==> src/rtl/mem_req_pkg.sv <==
// ============================================================================
// Module      : mem_req_pkg
// Description : Shared constants for the memory request sequencer. Holds the
//               two-bit FSM state encoding and the default parameter values
//               used by mem_req_ctrl.
// Revision    : 1.0 - initial release
// ============================================================================
`default_nettype none

package mem_req_pkg;

    // FSM state encoding
    localparam logic [1:0] c_ST_IDLE  = 2'd0;
    localparam logic [1:0] c_ST_ISSUE = 2'd1;
    localparam logic [1:0] c_ST_WAIT  = 2'd2;
    localparam logic [1:0] c_ST_RESP  = 2'd3;

    // Default parameter values
    localparam int c_TIMEOUT_CYC_DEF = 64;
    localparam int c_CNT_W_DEF       = 16;

endpackage

`default_nettype wire

==> src/rtl/mem_req_sat_cnt.sv <==
// ============================================================================
// Module      : mem_req_sat_cnt
// Description : Saturating up-counter. Adds one on each cycle where inc is
//               high and holds at all-ones once it gets there.
// Ports       : clk   - clock
//               rst   - asynchronous active-low clear
//               inc   - increment request
//               count - current count value (CNT_W bits)
// Revision    : 1.0 - initial release
// ============================================================================
`default_nettype none

module mem_req_sat_cnt #(
    parameter int CNT_W = 16
) (
    input  logic             clk,
    input  logic             rst,
    input  logic             inc,
    output logic [CNT_W-1:0] count
);

    logic [CNT_W-1:0] r_count;

    always_ff @(posedge clk or negedge rst) begin
        if (!rst) begin
            r_count <= '0;
        end else if (inc && (r_count != '1)) begin
            r_count <= r_count + CNT_W'(1);
        end
    end

    assign count = r_count;

endmodule

`default_nettype wire

==> src/rtl/mem_req_ctrl.sv <==
// ============================================================================
// Module      : mem_req_ctrl
// Description : Sequencer between the pipeline memory stage and mem_system.
//               Accepts one load/store, issues a single-cycle Rd/Wr pulse
//               while mem_system is not stalled, waits for Done (bounded by
//               TIMEOUT_CYC) and returns a one-cycle response. Misaligned
//               addresses are answered with an error without any access.
// Config      : MEM_REQ_PERF_EN - when defined, perf_hits/perf_misses count
//               error-free responses (saturating); otherwise both read 0.
// Ports       : clk, rst (async active-low)
//               req_valid/req_wr/req_addr/req_wdata/req_ready - pipeline req
//               resp_valid/resp_rdata/resp_hit/resp_err      - response
//               stall_pipe                                   - pipeline freeze
//               mem_addr/mem_datain/mem_rd/mem_wr            - to mem_system
//               mem_done/mem_stall/mem_dataout/mem_hit       - from mem_system
//               perf_hits/perf_misses                        - counters
// Revision    : 1.0 - initial release
// ============================================================================
`default_nettype none

module mem_req_ctrl
    import mem_req_pkg::*;
#(
    parameter int TIMEOUT_CYC = c_TIMEOUT_CYC_DEF,
    parameter int CNT_W       = c_CNT_W_DEF
) (
    input  logic             clk,
    input  logic             rst,
    input  logic             req_valid,
    input  logic             req_wr,
    input  logic [15:0]      req_addr,
    input  logic [15:0]      req_wdata,
    output logic             req_ready,
    output logic             resp_valid,
    output logic [15:0]      resp_rdata,
    output logic             resp_hit,
    output logic             resp_err,
    output logic             stall_pipe,
    output logic [15:0]      mem_addr,
    output logic [15:0]      mem_datain,
    output logic             mem_rd,
    output logic             mem_wr,
    input  logic             mem_done,
    input  logic             mem_stall,
    input  logic [15:0]      mem_dataout,
    input  logic             mem_hit,
    output logic [CNT_W-1:0] perf_hits,
    output logic [CNT_W-1:0] perf_misses
);

    // Timeout counter only has to reach TIMEOUT_CYC-1.
    localparam int                c_TO_W    = (TIMEOUT_CYC > 2) ? $clog2(TIMEOUT_CYC) : 1;
    localparam logic [c_TO_W-1:0] c_TO_LAST = c_TO_W'(TIMEOUT_CYC - 1);

    logic [1:0]        r_state;
    logic [1:0]        w_state_next;
    logic              r_wr;
    logic [15:0]       r_addr;
    logic [15:0]       r_wdata;
    logic [c_TO_W-1:0] r_to_cnt;
    logic [c_TO_W-1:0] w_to_next;
    logic [15:0]       r_rdata;
    logic              r_hit;
    logic              r_err;

    logic              w_accept;
    logic              w_issue;
    logic              w_done_cap;
    logic              w_fail;

    assign w_to_next = r_to_cnt + c_TO_W'(1);

    // Next-state and control strobes
    always_comb begin
        w_state_next = r_state;
        w_accept     = 1'b0;
        w_issue      = 1'b0;
        w_done_cap   = 1'b0;
        w_fail       = 1'b0;
        case (r_state)
            c_ST_IDLE: begin
                if (req_valid) begin
                    w_accept = 1'b1;
                    if (req_addr[0]) begin
                        w_fail       = 1'b1;
                        w_state_next = c_ST_RESP;
                    end else begin
                        w_state_next = c_ST_ISSUE;
                    end
                end
            end
            c_ST_ISSUE: begin
                if (!mem_stall) begin
                    w_issue = 1'b1;
                    // A store hit may complete in the pulse cycle itself;
                    // WAIT is skipped so the response is not delayed.
                    if (mem_done) begin
                        w_done_cap   = 1'b1;
                        w_state_next = c_ST_RESP;
                    end else begin
                        w_state_next = c_ST_WAIT;
                    end
                end
            end
            c_ST_WAIT: begin
                if (mem_done) begin
                    w_done_cap   = 1'b1;
                    w_state_next = c_ST_RESP;
                end else if (w_to_next == c_TO_LAST) begin
                    // Response lands exactly TIMEOUT_CYC cycles after the pulse.
                    w_fail       = 1'b1;
                    w_state_next = c_ST_RESP;
                end
            end
            c_ST_RESP: begin
                w_state_next = c_ST_IDLE;
            end
            default: begin
                w_state_next = c_ST_IDLE;
            end
        endcase
    end

    always_ff @(posedge clk or negedge rst) begin
        if (!rst) begin
            r_state  <= c_ST_IDLE;
            r_wr     <= 1'b0;
            r_addr   <= '0;
            r_wdata  <= '0;
            r_to_cnt <= '0;
            r_rdata  <= '0;
            r_hit    <= 1'b0;
            r_err    <= 1'b0;
        end else begin
            r_state <= w_state_next;

            if (w_accept) begin
                r_wr    <= req_wr;
                r_addr  <= req_addr;
                r_wdata <= req_wdata;
            end

            if (r_state == c_ST_WAIT) begin
                r_to_cnt <= w_to_next;
            end else begin
                r_to_cnt <= '0;
            end

            if (w_done_cap) begin
                r_hit <= mem_hit;
                r_err <= 1'b0;
                if (!r_wr) begin
                    r_rdata <= mem_dataout;
                end
            end else if (w_fail) begin
                r_hit <= 1'b0;
                r_err <= 1'b1;
            end
        end
    end

    // Strobes decode from the state register so a reset drops them at once.
    assign req_ready  = (r_state == c_ST_IDLE);
    assign resp_valid = (r_state == c_ST_RESP);
    assign stall_pipe = (r_state != c_ST_IDLE);
    assign mem_rd     = w_issue & ~r_wr;
    assign mem_wr     = w_issue &  r_wr;
    assign mem_addr   = r_addr;
    assign mem_datain = r_wdata;
    assign resp_rdata = r_rdata;
    assign resp_hit   = r_hit;
    assign resp_err   = r_err;

`ifdef MEM_REQ_PERF_EN
    logic w_inc_hit;
    logic w_inc_miss;

    assign w_inc_hit  = resp_valid & ~r_err &  r_hit;
    assign w_inc_miss = resp_valid & ~r_err & ~r_hit;

    mem_req_sat_cnt #(
        .CNT_W (CNT_W)
    ) u_hit_cnt (
        .clk   (clk),
        .rst   (rst),
        .inc   (w_inc_hit),
        .count (perf_hits)
    );

    mem_req_sat_cnt #(
        .CNT_W (CNT_W)
    ) u_miss_cnt (
        .clk   (clk),
        .rst   (rst),
        .inc   (w_inc_miss),
        .count (perf_misses)
    );
`else
    assign perf_hits   = '0;
    assign perf_misses = '0;
`endif

endmodule

`default_nettype wire

==> config.mk <==
export PLATFORM = sky130hd
export DESIGN_NAME = mem_req_ctrl
export DESIGN_NICKNAME = d
export VERILOG_FILES = /design/src/rtl/mem_req_pkg.sv /design/src/rtl/mem_req_sat_cnt.sv /design/src/rtl/mem_req_ctrl.sv
export SDC_FILE = /design/constraint.sdc
export NUM_CORES = 1
export LEC_CHECK = 0
export ABC_CLOCK_PERIOD_IN_PS = 4000
export BUFFER_PORTS_ARGS = -buffer_cell sky130_fd_sc_hd__buf_4
export CORE_ASPECT_RATIO = 0.7
export CORE_UTILIZATION = 32
export CTS_CLUSTER_DIAMETER = 120
export DETAILED_ROUTE_END_ITERATION = 10
export PLACE_DENSITY = 0.65
export SLEW_MARGIN = 20
export SYNTH_ARGS = -nofsm -noshare
export SYNTH_HDL_FRONTEND = slang
export SYNTH_SLANG_ARGS = --single-unit
==> constraint.sdc <==
create_clock -name clk -period 4 [get_ports clk]
set_clock_uncertainty 0.1 [all_clocks]
set_input_delay 0.4 -clock clk [delete_from_list [all_inputs] [get_ports clk]]
set_output_delay 0.4 -clock clk [all_outputs]
set_load 0.01 [all_outputs]
==> qor.txt, run 1 <==
status: finished clean
VDD IR max: 0.292 mV
Finish-stage setup viols: 0
worst-path cell chain: inv_1 -> ha_1 -> nor2b_1 -> o211ai_1 -> nor2_2 -> mux2_2
CP Launch Type: flop
clock latency on the worst-skew pair: 0.32 ns
CP max-delay cell: nor2_2
Synth Cell Area: 0.00273 mm2
total wire length: 5520 um
routed via count: 1,883
post-synth cell types: 34
R2R Setup Slk: 1.61 ns
H-tree levels: 3
Max Freq: 0.418 GHz
TritonCTS Buffers: 9
largest net degree at the start of global routing: 60
sequential fraction of the synthesis area: 0.541
clock tree from TritonCTS: built
FP Rows: 27
Die Height: 79.3 um
dpl ws: 1.58 ns
# placed instances: 412
P_leak: 1.88 nW
Post-synth ARST share: 1.00
GRT Residual Overflow: 0
sum of negative setup slack: 0 ns
hold crit path type: input pin to asynchronous set/reset pin
clk sinks: 59
Placeable Area: 0.00807 mm2
Data required, critical path: 4.11 ns
clk slew on worst S/H paths: 0.05 ns
WS Path Type: flop to flop
Longest Clk Path Bufs: 2
Post-Layout Cell Count: 427
gpl congestion: 0.726
CTS Hold Bufs: 0
ANT cells: 0
clk root buf: clkbuf_16
relative slew slack: 0.456
power density cells: 772 mW/mm2
hpwl dp: 4020 um
initial core utilization: 0.338
fin. max-slew vios: 0
Crit Path Max Fanout: 16
initial antenna violation count: 0
EDFF count, synth: 0
Syn-to-layout area delta: 40.2%
Yosys warnings: 0
cts repair resizes: 0
CP peak stage delay: 0.66 ns
Total GRT Usage: 0.136
final hold viol count: 0
synthesized flop and latch total: 59
post-synthesis cell count: 207
Max Cap Viol: 0
setup slack after layout: 1.61 ns
Worst setup EP type: flop
unrepaired setup endpoints after global routing: no
share of cells above drive strength 1: 0.540
minimum clock period: 2.39 ns
first-pass GRT wire length: 9220 um
DRT Pass-1 Iters: 4
WL/cell: 12.9 um
routed vias/inst: 4.41
Die ar.: 0.00891 mm2
WP data arrival: 2.50 ns
I/O Pins: 142
vias in the first global route: 1,957
Starting DRT DRC Count: 36
Post-CTS Setup Inserts: 0
I/O Buffers: 109
crit share post-route: 0.598
average cell area after synthesis: 13.2 um2
DR DRC count: 0
Die Width: 112 um
ys flop type: dfrtp_1
Final #Nets: 383
Routed Antenna Nets: 0
Worst Max-Slew Pin Slew: 0.816 ns
critical path: cells and delay by family, from the launching register on:
| kind | cells | cell delay [ns] |
|---|---|---|
| flip-flops | 1 | 0.40 |
| AO/OA/AOI/OAI | 1 | 0.18 |
| AND/OR/NAND/NOR | 2 | 0.86 |
| buffers and inverters | 1 | 0.12 |
| adder cells (fa/ha/maj) | 1 | 0.19 |
| multiplexers | 1 | 0.42 |
layout make-up:
type                       count  area [um2]
clock inverter                 2        35.0
inverter                       6        22.5
sequential                    59        1480
tap                          101         126
fill                         750        4250
timing repair buffer         110         826
clock buffer                  13         260
multi-input combinational    136        1080
per-layer routing:
| layer | vias up | track usage | routed length, um |
|---|---|---|---|
| met3 | 7 | 0.0618 | 470 |
| met1 | 904 | 0.160 | 2470 |
| met2 | 89 | 0.211 | 2490 |
| li1 | 883 | - | - |
| met5 | - | 0 | 0 |
| met4 | 0 | 0.0693 | 83 |
sequential cells by signal, indices dropped and copies added, names as in the netlist:
| name | cells |
|---|---|
| mem_addr | 16 |
| mem_datain | 16 |
| r_state | 2 |
| r_to_cnt | 6 |
| r_wr | 1 |
| resp_err | 1 |
| resp_hit | 1 |
| resp_rdata | 16 |
power by group:
group | leakage [nW] | internal [mW] | switching, mW
logic | 1.02 | 0.676 | 0.486
clock network | 0.146 | 0.510 | 0.245
registers | 0.716 | 0.881 | 0.158
total | 1.88 | 2.07 | 0.888
worst paths after layout:
check / from / end / cells past startpoint
max: r_state[1] / resp_rdata[2] / 6
max in group asynchronous: rst / mem_datain[10] / 1
min: rst / mem_addr[4] / 1
min reg2reg: resp_err / resp_err / 1
min in group clk: req_addr[4] / mem_addr[4] / 2
max reg2reg: r_state[1] / resp_rdata[2] / 6
logic make-up after synthesis:
group,count (synthesis),synth area share
AO/OA/AOI/OAI,19,0.0550
XOR/XNOR,2,0.00641
adder cells (fa/ha/maj),6,0.0275
buffers and inverters,43,0.106
flip-flops,59,0.541
multiplexers,51,0.209
other,1,0.00137
AND/OR/NAND/NOR,26,0.0545
layout by cell type (no fill, tap or decap), drive strengths merged, types with 2 or more instances in the layout:
cell type | Yosys | routed
xnor2 | 2 | 2
dfrtp | 59 | 59
o21ai | 5 | 5
o21a | 2 | 2
nand2 | 6 | 6
clkbuf | 0 | 13
buf | 37 | 110
mux2i | 3 | 3
mux2 | 48 | 48
nor2b | 5 | 5
and2 | 3 | 3
nand3 | 5 | 5
inv | 6 | 6
conb | 1 | 32
ha | 6 | 6
a21boi | 2 | 2
stage by stage:
stage,cell area (um2),power (mW),hold WS [ns],utilization
after floorplan,2850,1.66,0.00441,-
after global placement,3530,2.19,0.379,0.438
after detailed placement,3530,2.23,0.386,0.438
after CTS,3830,3.01,0.0834,0.474
after global routing,3830,3.16,0.117,0.474
final,3830,2.96,0.0462,0.474
cells in the mapped netlist (2+ instances only):
| library cell | number | area, um2 |
|---|---|---|
| xnor2_1 | 2 | 17.5 |
| buf_4 | 34 | 255 |
| mux2i_1 | 3 | 30.0 |
| inv_1 | 6 | 22.5 |
| dfrtp_1 | 59 | 1480 |
| mux2_2 | 48 | 541 |
| o21a_1 | 2 | 15.0 |
| and2_1 | 3 | 18.8 |
| nor2b_1 | 5 | 31.3 |
| ha_1 | 6 | 75.1 |
| o21ai_0 | 4 | 20.0 |
| nand3_1 | 5 | 25.0 |
| a21boi_0 | 2 | 15.0 |
| buf_1 | 3 | 11.3 |
| nand2_1 | 6 | 22.5 |
Power figures use the tool's default switching activity.
==> run 2, diff against run 1 <==
Settings changed: ABC_CLOCK_PERIOD_IN_PS 4000 to 2100, PLACE_DENSITY 0.65 to 0.67.
Clock period 4 ns to 2.1 ns, I/O delays scaled along.
==> qor.txt, run 2 (synthesis gave the netlist of run 1 again) <==
status: finished clean
M1 GR Usage: 0.164
GRT Residual Overflow: 0
total wire length: 5620 um
met2 Use GR: 0.214
worst path bufs/invs: 0
hpwl dp: 4280 um
clk sinks: 59
minimum clock period: 2.02 ns
Total GRT Usage: 0.133
hold crit path type: input pin to flop
fin. max-slew vios: 0
Placeable Area: 0.00807 mm2
I/O Pins: 142
clk root buf: clkbuf_16
clock tree from TritonCTS: built
min-delay src: mem_dataout[12]
end of the worst hold path: resp_rdata[12]
clk slew on worst S/H paths: 0.05 ns
Top Usage Layer GRT: met2
TritonCTS Buffers: 9
placed instance area: 0.00360 mm2
Routed Antenna Nets: 0
Post-CTS Setup Inserts: 0
H-tree levels: 3
Max Freq: 0.495 GHz
FF-to-FF path depth: 6
commonest cells after routing, fill and taps aside: buf_4 (113), dfrtp_1 (59), mux2_2 (48)
ANT cells: 0
Final #Nets: 389
power density cells: 1480 mW/mm2
DR DRC count: 0
routed via count: 1,905
Flop pwr share: 0.341
sum of negative setup slack: 0 ns
clock latency on the worst-skew pair: 0.31 ns
relative slew slack: 0.507
cts repair resizes: 0
crit share post-route: 0.962
worst-path cell chain: ha_1 -> a21bo_1 -> a311o_1 -> a211o_2 -> o21ai_2 -> o22ai_1
Setup crit start: r_to_cnt[0]
P_int: 4.09 mW
Finish-stage setup viols: 0
most common cell after layout, fill and taps aside: buf_4
initial antenna violation count: 0
gpl congestion: 0.780
WP data arrival: 2.10 ns
Starting DRT DRC Count: 67
met3 Use GR: 0.0504
WL/cell: 13.0 um
hold path cells: 2
unrepaired setup endpoints after global routing: no
share of cells above drive strength 1: 0.548
initial core utilization: 0.338
Syn-to-layout area delta: 43.7%
routed vias/inst: 4.40
clock share of power: 0.263
WS Path Type: flop to flop
CP peak stage delay: 0.43 ns
Crit Path Max Fanout: 6
VDD IR max: 0.674 mV
P_leak: 1.92 nW
FP Rows: 27
Worst setup EP type: flop
worst r2r src: r_to_cnt[0]
I/O Buffers: 109
Die Height: 79.3 um
switch share: 0.297
Max Cap Viol: 0
CP max-delay cell: dfrtp_1
DRT Pass-1 Iters: 4
switching pwr: 1.73 mW
Die Width: 112 um
final hold viol count: 0
Die ar.: 0.00891 mm2
Crit path max-delay family: compound AO/OA/AOI/OAI gates
first-pass GRT wire length: 9180 um
Data required, critical path: 2.18 ns
largest net degree at the start of global routing: 60
worst r2r dst: resp_hit
vias in the first global route: 1,940
CP Launch Type: flop
Logic pwr share: 0.396
design area: 0.00392 mm2
R2R Setup Slk: 0.08 ns
Longest Clk Path Bufs: 2
Worst Max-Slew Pin Slew: 0.740 ns
==> run 2: repair_timing <==
action | 4_1_cts | 5_1_grt
setup endpoints to repair | 0 | 0
hold endpoints to repair | 59 | 0
hold buffers | 1 | 0
==> run 2: stage by stage <==
stage                     hold WS, ns  worst slack [ns]   util  instances  power (mW)
after floorplan                -0.186             0.124      -        238        3.17
after global placement          0.228             0.161  0.445        417        4.25
after detailed placement        0.229             0.109  0.445        417        4.34
after CTS                      0.0185             0.101  0.486        433        5.90
after global routing           0.0109            0.0163  0.486        433        6.18
final                          0.0283            0.0793  0.486        433        5.81
==> run 2: how the worst max path moves through the flow <==
stage	slack [ns]	cells past startpoint	endpoint
4_1_cts	0.10	6	resp_hit
3_3_place_gp	0.16	6	resp_hit
3_5_place_dp	0.11	6	resp_hit
5_1_grt	0.02	6	r_state[1]
6_report	0.08	6	resp_hit
2_1_floorplan	0.12	7	resp_rdata[10]
==> run 2: per-layer routing <==
| layer | part of all wire | up-vias |
|---|---|---|
| li1 | - | 892 |
| met1 | 0.44 | 926 |
| met4 | 0.0098 | 0 |
| met5 | 0 | - |
| met2 | 0.48 | 83 |
| met3 | 0.062 | 4 |
==> run 2: layout make-up <==
cell class / instances / area, um2
Inverter: 6 / 22.5
Fill cell: 755 / 4150
Clock inverter: 4 / 75.1
Timing Repair Buffer: 116 / 898
Tap cell: 101 / 126
Clock buffer: 11 / 243
Multi-Input combinational cell: 136 / 1080
Sequential cell: 59 / 1480
==> run 2: power groups by stage <==
stage | Sequential [mW] | Combinational, mW | Clock (mW)
floorplan | 2.19 | 0.971 | 0
global placement | 1.96 | 2.29 | 0
detailed placement | 2.00 | 2.33 | 0
CTS | 1.99 | 2.34 | 1.57
global route | 2.06 | 2.49 | 1.63
finish | 1.98 | 2.30 | 1.53
==> run 3, diff against run 2 <==
Settings changed: ABC_CLOCK_PERIOD_IN_PS 2100 to 2200, CORE_MARGIN set to 4, CORE_UTILIZATION 32 to 45, PLACE_DENSITY 0.67 to 0.85.
Clock period 2.1 ns to 2.2 ns, I/O delays scaled along.
==> qor.txt, run 3 (synthesis gave the netlist of run 1 again) <==
status: finished clean
DR DRC count: 0
clock tree from TritonCTS: built
Min Hold Slack: 0.0242 ns
sum of negative setup slack: 0 ns
share of cells above drive strength 1: 0.545
VDD IR max: 0.714 mV
gpl congestion: 0.798
Total GRT Usage: 0.159
ANT cells: 0
Starting DRT DRC Count: 57
WP data arrival: 2.12 ns
CP Launch Type: flop
DRT Pass-1 Iters: 4
clk slew on worst S/H paths: 0.06 ns
TritonCTS Buffers: 9
Die Width: 101 um
minimum clock period: 2.02 ns
Final #Nets: 388
power density cells: 1360 mW/mm2
final hold viol count: 0
Max Cap Viol: 0
Data required, critical path: 2.31 ns
hold crit path type: input pin to flop
clk root buf: clkbuf_8
unrepaired setup endpoints after global routing: no
I/O Buffers: 109
Placeable Area: 0.00581 mm2
Worst Max-Slew Pin Slew: 0.721 ns
Longest Clk Path Bufs: 2
total power: 5.14 mW
routed via count: 1,890
vias in the first global route: 1,930
Crit Path Max Fanout: 16
Max Freq: 0.496 GHz
WS Path Type: flop to flop
commonest cells after routing, fill and taps aside: buf_4 (112), dfrtp_1 (59), mux2_2 (48)
total wire length: 5850 um
initial antenna violation count: 0
most common cell after layout, fill and taps aside: buf_4
Worst setup EP type: flop
routed vias/inst: 4.64
clk sinks: 59
Syn-to-layout area delta: 38.3%
Die Height: 73.2 um
largest net degree at the start of global routing: 60
I/O Pins: 142
Routed Antenna Nets: 0
crit share post-route: 0.916
Finish-stage setup viols: 0
FP Rows: 23
first-pass GRT wire length: 8980 um
H-tree levels: 3
GRT Residual Overflow: 0
P_leak: 1.87 nW
initial core utilization: 0.470
Die ar.: 0.00740 mm2
hold path cells: 2
clock latency on the worst-skew pair: 0.32 ns
fin. max-slew vios: 0
FF-to-FF path depth: 7
hpwl dp: 4450 um
WL/cell: 14.4 um
relative slew slack: 0.519
-- run 3: cell types whose count changed in the layout (fill, tap and decap cells not counted) --
cell,delta
buf_12,-1
buf_4,-1
clkbuf_1,+1
clkbuf_16,-9
clkbuf_8,+9
clkinv_2,+1
clkinv_4,+1
clkinvlp_4,-2
dlygate4sd3_1,+1
nor2b_1,-1
nor2b_2,+1
-- run 3: repair_timing --
item	4_1_cts	5_1_grt
setup endpoints to repair	0	16
hold buffers	1	1
gates resized for setup	0	1
buffers inserted	0	1
endpoints found under the hold margin	59	1
-- run 3: final timing paths --
check | startpoint | endpoint | slack (ns)
hold reg to reg | mem_addr[0] | mem_addr[0] | 0.38
max in group asynchronous | rst | mem_addr[10] | 1.13
setup reg to reg | r_state[1] | resp_rdata[5] | 0.18
setup / recovery | r_state[1] | resp_rdata[5] | 0.18
hold / removal | req_addr[7] | mem_addr[7] | 0.02
min in group asynchronous | rst | mem_datain[14] | 0.40
-- run 3: area by class of cell --
class                      count  area (um2)
timing repair buffer         115         881
inverter                       6        22.5
clock buffer                  12         145
fill                         468        2040
tap                           75        93.8
multi-input combinational    136        1080
sequential                    59        1480
clock inverter                 4        73.8
-- run 3: power by group --
part           switching (mW)  internal [mW]  total [mW]
logic                   0.910           1.26        2.17
registers               0.296           1.60        1.90
clock network           0.401          0.670        1.07
total                    1.61           3.53        5.14
-- run 3: routing by layer --
metal	wire, um	GRT usage	vias up
met1	2200	0.180	899
met3	779	0.0974	7
met5	0	0	-
met4	77	0.0531	0
met2	2800	0.251	94
li1	-	-	890
-- run 3: critical path, cell delays in order (launching register included) --
cell and delay, ns:
dfrtp_1 0.42, inv_1 0.11, ha_1 0.18, nor2b_2 0.19, o211ai_1 0.20, nor2_2 0.18, buf_12 0.17, mux2_2 0.34
-- run 3: per-stage QoR --
stage	setup slack, ns	instance area (um2)	instances	util
after floorplan	0.224	2850	238	-
after global placement	0.203	3530	388	0.607
after detailed placement	0.165	3530	388	0.607
after CTS	0.140	3760	405	0.646
after global routing	0.0327	3780	407	0.650
final	0.185	3780	407	0.650
